### src/rtl/approxexp_arbiter_if.sv
// Requester and engine handshake bundle for approxexp_arbiter.
// slave = arbiter view, master = requester lanes plus exponent engine.
interface approxexp_arbiter_if #(
  parameter int NUM_REQ = 4
);
  logic [NUM_REQ-1:0]    req_val;
  logic [NUM_REQ-1:0]    req_rdy;
  logic [64*NUM_REQ-1:0] req_ccs;
  logic [64*NUM_REQ-1:0] req_x;
  logic [NUM_REQ-1:0]    rsp_val;
  logic [NUM_REQ-1:0]    rsp_rdy;
  logic [63:0]           rsp_exp;
  logic                  rsp_err;
  logic                  eng_din_val;
  logic                  eng_din_rdy;
  logic [63:0]           eng_ccs;
  logic [63:0]           eng_x;
  logic                  eng_dout_val;
  logic                  eng_dout_rdy;
  logic [63:0]           eng_exp;

  modport slave (
    input  req_val, req_ccs, req_x, rsp_rdy, eng_din_rdy, eng_dout_val, eng_exp,
    output req_rdy, rsp_val, rsp_exp, rsp_err, eng_din_val, eng_ccs, eng_x, eng_dout_rdy
  );

  modport master (
    output req_val, req_ccs, req_x, rsp_rdy, eng_din_rdy, eng_dout_val, eng_exp,
    input  req_rdy, rsp_val, rsp_exp, rsp_err, eng_din_val, eng_ccs, eng_x, eng_dout_rdy
  );
endinterface

### src/rtl/approxexp_arbiter.sv
// Round-robin sharing of one approxexp_v2 engine among NUM_REQ lanes, one job in flight,
// with a result watchdog. Define APPROXEXP_ARB_PRIO_EN to make lane 0 strict highest priority.
module approxexp_arbiter #(
  parameter int NUM_REQ        = 4,
  parameter int ID_W           = $clog2(NUM_REQ),
  parameter int TIMEOUT_CYCLES = 64
) (
  input  logic                clk,
  input  logic                rst,
  approxexp_arbiter_if.slave  bus,
  output logic                busy,
  output logic [ID_W-1:0]     grant_id,
  output logic                timeout_err,
  output logic                spurious_err
);

  localparam int unsigned N     = NUM_REQ;
  localparam int          CNT_W = $clog2(TIMEOUT_CYCLES + 1);

  typedef enum logic [1:0] {IDLE, ISSUE, WAIT, RESP} state_t;

  state_t           r_state, w_next;
  logic [ID_W-1:0]  r_rr_ptr, r_grant_id, w_winner, w_rr_next;
  logic             w_any, w_tmo;
  logic [63:0]      r_ccs, r_x, r_rsp_exp, w_sel_ccs, w_sel_x;
  logic             r_rsp_err, r_timeout_err, r_spurious_err;
  logic [CNT_W-1:0] r_wdog;

`ifdef APPROXEXP_ARB_PRIO_EN
  localparam logic [ID_W-1:0] RR_RST = ID_W'(1);

  // Lane 0 preempts; otherwise search lanes 1..N-1 from ptr, wrapping back to 1.
  // Descending offset so the closest hit to ptr is the last one written.
  function automatic logic [ID_W-1:0] f_pick(input logic [NUM_REQ-1:0] val,
                                             input logic [ID_W-1:0]    ptr);
    int unsigned idx;
    f_pick = '0;
    for (int unsigned k = N - 1; k > 0; k--) begin
      idx = 32'(ptr) + k - 1;
      if (idx >= N) idx = idx - (N - 1);
      if (val[ID_W'(idx)]) f_pick = ID_W'(idx);
    end
    if (val[0]) f_pick = '0;
  endfunction

  always_comb begin
    if (r_grant_id == '0)                    w_rr_next = r_rr_ptr;
    else if (r_grant_id == ID_W'(N - 1))     w_rr_next = ID_W'(1);
    else                                     w_rr_next = r_grant_id + ID_W'(1);
  end
`else
  localparam logic [ID_W-1:0] RR_RST = '0;

  function automatic logic [ID_W-1:0] f_pick(input logic [NUM_REQ-1:0] val,
                                             input logic [ID_W-1:0]    ptr);
    int unsigned idx;
    f_pick = '0;
    for (int unsigned k = N; k > 0; k--) begin
      idx = 32'(ptr) + k - 1;
      if (idx >= N) idx = idx - N;
      if (val[ID_W'(idx)]) f_pick = ID_W'(idx);
    end
  endfunction

  always_comb begin
    if (r_grant_id == ID_W'(N - 1)) w_rr_next = '0;
    else                            w_rr_next = r_grant_id + ID_W'(1);
  end
`endif

  assign w_any    = |bus.req_val;
  assign w_winner = f_pick(bus.req_val, r_rr_ptr);
  assign w_tmo    = (r_wdog == CNT_W'(TIMEOUT_CYCLES - 1));

  always_comb begin
    w_sel_ccs = '0;
    w_sel_x   = '0;
    for (int unsigned k = 0; k < N; k++) begin
      if (w_winner == ID_W'(k)) begin
        w_sel_ccs = bus.req_ccs[64*k +: 64];
        w_sel_x   = bus.req_x[64*k +: 64];
      end
    end
  end

  always_ff @(posedge clk) begin
    if (rst) r_state <= IDLE;
    else     r_state <= w_next;
  end

  always_comb begin
    w_next           = r_state;
    bus.req_rdy      = '0;
    bus.rsp_val      = '0;
    bus.eng_din_val  = 1'b0;
    bus.eng_dout_rdy = 1'b0;
    case (r_state)
      IDLE: begin
        if (w_any) begin
          bus.req_rdy[w_winner] = 1'b1;
          w_next                = ISSUE;
        end
      end
      ISSUE: begin
        bus.eng_din_val = 1'b1;
        if (bus.eng_din_rdy) w_next = WAIT;
      end
      WAIT: begin
        bus.eng_dout_rdy = 1'b1;
        if (bus.eng_dout_val || w_tmo) w_next = RESP;
      end
      RESP: begin
        bus.rsp_val[r_grant_id] = 1'b1;
        if (bus.rsp_rdy[r_grant_id]) w_next = IDLE;
      end
      default: w_next = IDLE;
    endcase
  end

  always_ff @(posedge clk) begin
    if (rst) begin
      r_rr_ptr       <= RR_RST;
      r_grant_id     <= '0;
      r_ccs          <= '0;
      r_x            <= '0;
      r_rsp_exp      <= '0;
      r_rsp_err      <= 1'b0;
      r_wdog         <= '0;
      r_timeout_err  <= 1'b0;
      r_spurious_err <= 1'b0;
    end else begin
      if (bus.eng_dout_val && r_state != WAIT) r_spurious_err <= 1'b1;
      case (r_state)
        IDLE: begin
          if (w_any) begin
            r_ccs      <= w_sel_ccs;
            r_x        <= w_sel_x;
            r_grant_id <= w_winner;
          end
        end
        ISSUE: begin
          if (bus.eng_din_rdy) r_wdog <= '0;
        end
        WAIT: begin
          // A result arriving on the timeout cycle takes precedence over the watchdog.
          if (bus.eng_dout_val) begin
            r_rsp_exp <= bus.eng_exp;
            r_rsp_err <= 1'b0;
          end else if (w_tmo) begin
            r_rsp_exp     <= '0;
            r_rsp_err     <= 1'b1;
            r_timeout_err <= 1'b1;
          end else begin
            r_wdog <= r_wdog + CNT_W'(1);
          end
        end
        RESP: begin
          if (bus.rsp_rdy[r_grant_id]) r_rr_ptr <= w_rr_next;
        end
        default: ;
      endcase
    end
  end

  assign bus.eng_ccs = r_ccs;
  assign bus.eng_x   = r_x;
  assign bus.rsp_exp = r_rsp_exp;
  assign bus.rsp_err = r_rsp_err;
  assign busy        = (r_state != IDLE);
  assign grant_id    = r_grant_id;
  assign timeout_err  = r_timeout_err;
  assign spurious_err = r_spurious_err;

endmodule

### src/flat_wrapper.sv
// flat-port wrapper written by rule: the top's interface ports become plain ports
module approxexp_arbiter_flat 
#(
  parameter int NUM_REQ        = 4,
  parameter int ID_W           = $clog2(NUM_REQ),
  parameter int TIMEOUT_CYCLES = 64
)
  (clk, rst, busy, grant_id, timeout_err, spurious_err, bus_req_val, bus_req_ccs, bus_req_x, bus_rsp_rdy, bus_eng_din_rdy, bus_eng_dout_val, bus_eng_exp, bus_req_rdy, bus_rsp_val, bus_rsp_exp, bus_rsp_err, bus_eng_din_val, bus_eng_ccs, bus_eng_x, bus_eng_dout_rdy);
  approxexp_arbiter_if #(.NUM_REQ(NUM_REQ)) bus_i ();
  input  logic clk;
  input  logic rst;
  output logic busy;
  output logic [ID_W-1:0] grant_id;
  output logic timeout_err;
  output logic spurious_err;
  input wire logic [$bits(bus_i.req_val)-1:0] bus_req_val;
  input wire logic [$bits(bus_i.req_ccs)-1:0] bus_req_ccs;
  input wire logic [$bits(bus_i.req_x)-1:0] bus_req_x;
  input wire logic [$bits(bus_i.rsp_rdy)-1:0] bus_rsp_rdy;
  input wire logic [$bits(bus_i.eng_din_rdy)-1:0] bus_eng_din_rdy;
  input wire logic [$bits(bus_i.eng_dout_val)-1:0] bus_eng_dout_val;
  input wire logic [$bits(bus_i.eng_exp)-1:0] bus_eng_exp;
  output wire logic [$bits(bus_i.req_rdy)-1:0] bus_req_rdy;
  output wire logic [$bits(bus_i.rsp_val)-1:0] bus_rsp_val;
  output wire logic [$bits(bus_i.rsp_exp)-1:0] bus_rsp_exp;
  output wire logic [$bits(bus_i.rsp_err)-1:0] bus_rsp_err;
  output wire logic [$bits(bus_i.eng_din_val)-1:0] bus_eng_din_val;
  output wire logic [$bits(bus_i.eng_ccs)-1:0] bus_eng_ccs;
  output wire logic [$bits(bus_i.eng_x)-1:0] bus_eng_x;
  output wire logic [$bits(bus_i.eng_dout_rdy)-1:0] bus_eng_dout_rdy;
  assign bus_i.req_val = bus_req_val;
  assign bus_i.req_ccs = bus_req_ccs;
  assign bus_i.req_x = bus_req_x;
  assign bus_i.rsp_rdy = bus_rsp_rdy;
  assign bus_i.eng_din_rdy = bus_eng_din_rdy;
  assign bus_i.eng_dout_val = bus_eng_dout_val;
  assign bus_i.eng_exp = bus_eng_exp;
  assign bus_req_rdy = bus_i.req_rdy;
  assign bus_rsp_val = bus_i.rsp_val;
  assign bus_rsp_exp = bus_i.rsp_exp;
  assign bus_rsp_err = bus_i.rsp_err;
  assign bus_eng_din_val = bus_i.eng_din_val;
  assign bus_eng_ccs = bus_i.eng_ccs;
  assign bus_eng_x = bus_i.eng_x;
  assign bus_eng_dout_rdy = bus_i.eng_dout_rdy;
  approxexp_arbiter #(.NUM_REQ(NUM_REQ), .ID_W(ID_W), .TIMEOUT_CYCLES(TIMEOUT_CYCLES)) u_core (.clk(clk), .rst(rst), .bus(bus_i), .busy(busy), .grant_id(grant_id), .timeout_err(timeout_err), .spurious_err(spurious_err));
endmodule
### config.mk
export PLATFORM = sky130hd
export DESIGN_NAME = approxexp_arbiter_flat
export DESIGN_NICKNAME = d
export VERILOG_FILES = /design/src/rtl/approxexp_arbiter_if.sv /design/src/rtl/approxexp_arbiter.sv /design/src/flat_wrapper.sv
export SDC_FILE = /design/constraint.sdc
export NUM_CORES = 1
export LEC_CHECK = 0
export CORE_AREA = 2 2 314 316
export CTS_BUF_LIST = sky130_fd_sc_hd__clkbuf_4
export DETAILED_ROUTE_END_ITERATION = 12
export DIE_AREA = 0 0 316 318
export GPL_ROUTABILITY_DRIVEN = 0
export PLACE_DENSITY_LB_ADDON = 0.08
export SYNTH_ARGS = -nofsm -noshare
export SYNTH_HDL_FRONTEND = slang
export SYNTH_SLANG_ARGS = --single-unit
### constraint.sdc
create_clock -name clk -period 2.6 [get_ports clk]
set_input_delay 0.52 -clock clk [delete_from_list [all_inputs] [get_ports clk]]
set_output_delay 0.52 -clock clk [all_outputs]
set_load 0.05 [all_outputs]
==> metrics.txt <==
# TYPE chip_impl_metric gauge
chip_impl_info{name="outcome",value="finished, violations left"} 1
chip_impl_info{name="failing_checks",value="setup timing"} 1
chip_impl_metric{name="floorplan.initialDensity",unit="%"} 11.9
chip_impl_metric{name="totalWireLength",unit="mm"} 74.6
chip_impl_metric{name="timing.critical_path.arrival",unit="ns"} 2.25
chip_impl_info{name="cts_tree",value="yes"} 1
chip_impl_metric{name="floorplan.core_area",unit="um^2"} 97400
chip_impl_metric{name="global_route.overflow_total",unit=""} 0
chip_impl_info{name="timing.hold.worst_endpoint",value="u_core.bus.rsp_exp[56]$_SDFFE_PP0P_"} 1
chip_impl_metric{name="synth-warning-count",unit=""} 0
chip_impl_metric{name="clkSinkCount",unit=""} 208
chip_impl_metric{name="floorplan.rows",unit=""} 115
chip_impl_metric{name="layout_worst_path_cycle_share",unit="%"} 107
chip_impl_metric{name="route.detailed.drc",unit=""} 0
chip_impl_metric{name="route.vias.total",unit=""} 13700
chip_impl_metric{name="worst_ep_required_time",unit="ns"} 2.08
chip_impl_metric{name="synth.net_count",unit=""} 1944
chip_impl_metric{name="synth_edf_count",unit=""} 0
chip_impl_metric{name="post_synth_instance_area",unit="um^2"} 11600
chip_impl_metric{name="syn_avg_cell_area",unit="um^2"} 8.60
chip_impl_metric{name="r2r_cells",unit=""} 9
chip_impl_info{name="worstSetupEndpointType",value="output port"} 1
chip_impl_metric{name="remaining_max_slew_budget_at_the_tightest_pin",unit="%"} 41.9
chip_impl_info{name="setup.worst_path.class",value="flop to output port"} 1
chip_impl_metric{name="finalPower",unit="mW"} 16.9
chip_impl_metric{name="cts_made_buffers",unit=""} 79
chip_impl_metric{name="yosysTopAreaCellShare",unit="%"} 35.9
chip_impl_metric{name="reg2reg_setup_slack",unit="ns"} 0.17
chip_impl_info{name="setup.worst_path.start_class",value="flop"} 1
chip_impl_metric{name="crit_buf_inv",unit=""} 2
chip_impl_metric{name="final.fill_count",unit=""} 10700
chip_impl_metric{name="report.final.slew_viol_count",unit=""} 0
chip_impl_info{name="synth.most_common_cell",value="dfxtp_1"} 1
chip_impl_metric{name="min_path_cells",unit=""} 3
chip_impl_metric{name="ios",unit=""} 796
chip_impl_metric{name="layout-area-overhead-vs-synth",unit="%"} 94.5
chip_impl_info{name="yosys.area.top_type",value="dfxtp_1"} 1
chip_impl_metric{name="drt.antenna.violating_nets",unit=""} 0
chip_impl_metric{name="path_max_fanout",unit=""} 5
chip_impl_metric{name="area_of_the_die",unit="um^2"} 100000
chip_impl_metric{name="place.detailed.hpwl",unit="mm"} 57.0
chip_impl_metric{name="fmax",unit="MHz"} 361
chip_impl_info{name="most_area_consuming_cells_after_synthesis",value="dfxtp_1, mux2i_1, a21boi_0"} 1
chip_impl_info{name="timing.rr.end",value="u_core.bus.eng_x[8]$_SDFFE_PP0P_"} 1
chip_impl_metric{name="static-leakage-power",unit="nW"} 9.17
chip_impl_metric{name="worst_clock_skew",unit="ns"} 0.0499
chip_impl_metric{name="clk_pin_slew",unit="ns"} 0.06
chip_impl_info{name="synth_commonest_cells",value="dfxtp_1, nand2_1, mux2i_1"} 1
chip_impl_metric{name="final_layout_size_suffix_gt1_share",unit="%"} 12.9
chip_impl_metric{name="timing.max_cap.violations",unit=""} 0
chip_impl_metric{name="floorplan.die.height",unit="um"} 318
chip_impl_metric{name="placement.io_buffers",unit=""} 795
chip_impl_metric{name="timing_hold_violations_final",unit=""} 0
chip_impl_metric{name="cts.path.max_buffers",unit=""} 3
chip_impl_metric{name="synth.yosys.seq_area_share",unit="%"} 35.9
chip_impl_metric{name="via_count_of_the_first_global_routing_pass",unit=""} 14300
chip_impl_metric{name="violation_count_after_the_first_detailed_route_iteration",unit=""} 495
chip_impl_metric{name="drt_first_pass_iters",unit=""} 4
chip_impl_info{name="r2r_startpoint",value="u_core.r_rr_ptr[1]$_SDFFE_PP0P_"} 1
chip_impl_metric{name="post_drt_via_cell_ratio",unit=""} 3.86
chip_impl_metric{name="post-route-util",unit="%"} 23.1
chip_impl_metric{name="hold_ws",unit="ns"} 0.317
chip_impl_info{name="cts_root_buffer",value="clkbuf_4"} 1
chip_impl_info{name="holdCritStartpoint",value="bus_eng_exp[56]"} 1
chip_impl_metric{name="library_cells_used_by_synthesis",unit=""} 47
chip_impl_metric{name="gr-usage-all-layers",unit="%"} 14.2
chip_impl_metric{name="ir_worst_vdd",unit="mV"} 0.313
chip_impl_info{name="crit_path_top_delay_cell",value="a221o_4"} 1
chip_impl_metric{name="tightest_slew",unit="ns"} 0.871
chip_impl_metric{name="cts_max_level",unit=""} 3
chip_impl_info{name="synth_ff_type",value="dfxtp_1"} 1
chip_impl_info{name="path_cells",value="buf_6, o21bai_4, a221o_4, nand2_8, and3_4, buf_12"} 1
chip_impl_info{name="rsz0062_at_grt",value="true"} 1
chip_impl_metric{name="number_of_storage_elements_in_the_synthesis_netlist",unit=""} 208
chip_impl_metric{name="fin_nets",unit=""} 2792
chip_impl_metric{name="synthCells",unit=""} 1347
chip_impl_info{name="critical_path.top_delay_family",value="compound AO/OA/AOI/OAI gates"} 1
chip_impl_metric{name="global_route_wire_length_before_repair",unit="mm"} 104
chip_impl_metric{name="chip_width",unit="um"} 316
chip_impl_metric{name="power_per_cell_area",unit="nW/um^2"} 748
chip_impl_metric{name="async_s_r_ff_share_synth",unit="%"} 0
chip_impl_info{name="timing.hold.worst.class",value="primary input to flop"} 1
chip_impl_metric{name="critPathMaxStageDelay",unit="ns"} 0.37
chip_impl_metric{name="clk-insertion-delay-late",unit="ns"} 0.85
chip_impl_metric{name="average_wire_length_per_cell_after_detail_routing",unit="um"} 21.1
chip_impl_metric{name="setup_viol",unit=""} 4
chip_impl_metric{name="antenna_found_initial",unit=""} 22
chip_impl_metric{name="setup_slack",unit="ns"} -0.171
chip_impl_metric{name="grt_max_degree",unit=""} 71
chip_impl_metric{name="post-route-min-period",unit="ns"} 2.77
==> worst min-delay path: stages <==
cell	delay, ns
clkdlybuf4s50_1	0.45
a22oi_1	0.07
nor2_1	0.08
==> cells in the final DEF (no fill, tap or decap), drive strengths merged, types with 6 or more instances in the layout <==
cell,instances
a21boi,128
a21oi,9
a22oi,64
and2,6
and3,131
buf,122
clkbuf,116
clkdlybuf4s50,586
clkinv,6
dfxtp,208
diode,12
dlygate4sd2,192
ha,9
inv,13
mux2i,132
nand2,137
nor2,82
o211ai,128
o21ai,131
==> report_power, final <==
| group | internal (mW) | switching (mW) | leakage [nW] |
|---|---|---|---|
| sequential | 4.02 | 0.451 | 1.71 |
| combinational | 2.92 | 5.45 | 6.88 |
| clock | 2.18 | 1.84 | 0.576 |
| total | 9.12 | 7.75 | 9.17 |
==> flip-flops by register name (all words and copies together), names as in the netlist <==
name	cells
u_core.bus.eng_ccs	64
u_core.r_wdog	7
u_core.bus.rsp_err	1
u_core.bus.rsp_exp	64
u_core.timeout_err	1
u_core.r_rr_ptr	2
u_core.r_state	2
u_core.spurious_err	1
u_core.bus.eng_x	64
u_core.grant_id	2
==> routing by layer <==
metal	global-route usage, %	up-vias	share of wire, %
met1	14.4	6303	36
met4	4.92	20	2.8
met3	6.20	116	10
met5	0	-	0.15
li1	-	6670	-
met2	25.7	561	51
==> repair_timing <==
item	in CTS	in global routing
endpoints found under the setup margin	207	6
hold endpoints to repair	6	0
cloned	0	1
buffers inserted	7	1
gates resized for setup	252	5
hold buffers	1	0
pin swaps	4	3
==> kinds of logic (layout without fill, tap and decap cells) <==
family / Yosys count / count (layout) / share of synthesized area, %
flip-flops: 208 / 208 / 35.9
AO/OA/AOI/OAI: 469 / 469 / 27.9
multiplexers: 133 / 133 / 11.6
other: 0 / 12 / 0
XOR/XNOR: 4 / 4 / 0.302
AND/OR/NAND/NOR: 374 / 374 / 15.8
buffers and inverters: 150 / 1044 / 7.54
adder cells (fa/ha/maj): 9 / 9 / 0.972
==> through the flow <==
step | TNS [ns] | worst slack, ns | cell area (um^2) | std cells
2_1_floorplan | 0 | 0.132 | 11600 | 1347
3_3_place_gp | -19.69 | -0.412 | 21600 | 3392
3_5_place_dp | -21.60 | -0.425 | 21600 | 3392
4_1_cts | -1.60 | -0.417 | 22500 | 3527
5_1_grt | -1.51 | -0.386 | 22500 | 3536
6_report | -0.598 | -0.171 | 22500 | 3540
==> area by class of cell <==
| cell class | instances | area, um^2 | share of cell area [%] |
|---|---|---|---|
| antenna | 12 | 30.0 | 0.133 |
| multi-input combinational | 989 | 6700 | 29.7 |
| sequential | 208 | 4180 | 18.5 |
| timing repair buffer | 906 | 9020 | 40.0 |
| inverter | 11 | 41.3 | 0.183 |
| clock buffer | 115 | 863 | 3.83 |
| clock inverter | 12 | 105 | 0.466 |
| tap | 1287 | 1610 | 7.14 |
==> worst max-delay path by stage <==
| stage | startpoint | to | slack [ns] | cells after the start |
|---|---|---|---|---|
| final | u_core.r_rr_ptr[1]$_SDFFE_PP0P_ | bus_req_rdy[3] | -0.17 | 6 |
| after global routing | u_core.r_rr_ptr[1]$_SDFFE_PP0P_ | bus_req_rdy[3] | -0.39 | 6 |
| after CTS | u_core.r_rr_ptr[1]$_SDFFE_PP0P_ | bus_req_rdy[3] | -0.42 | 6 |
| after detailed placement | bus_req_val[1] | u_core.bus.eng_x[15]$_SDFFE_PP0P_ | -0.43 | 8 |
| after global placement | bus_req_val[1] | u_core.bus.eng_x[15]$_SDFFE_PP0P_ | -0.41 | 8 |
| after floorplan | bus_req_val[1] | bus_req_rdy[2] | 0.13 | 7 |
No activity file was read; power rests on OpenSTA's default activity.
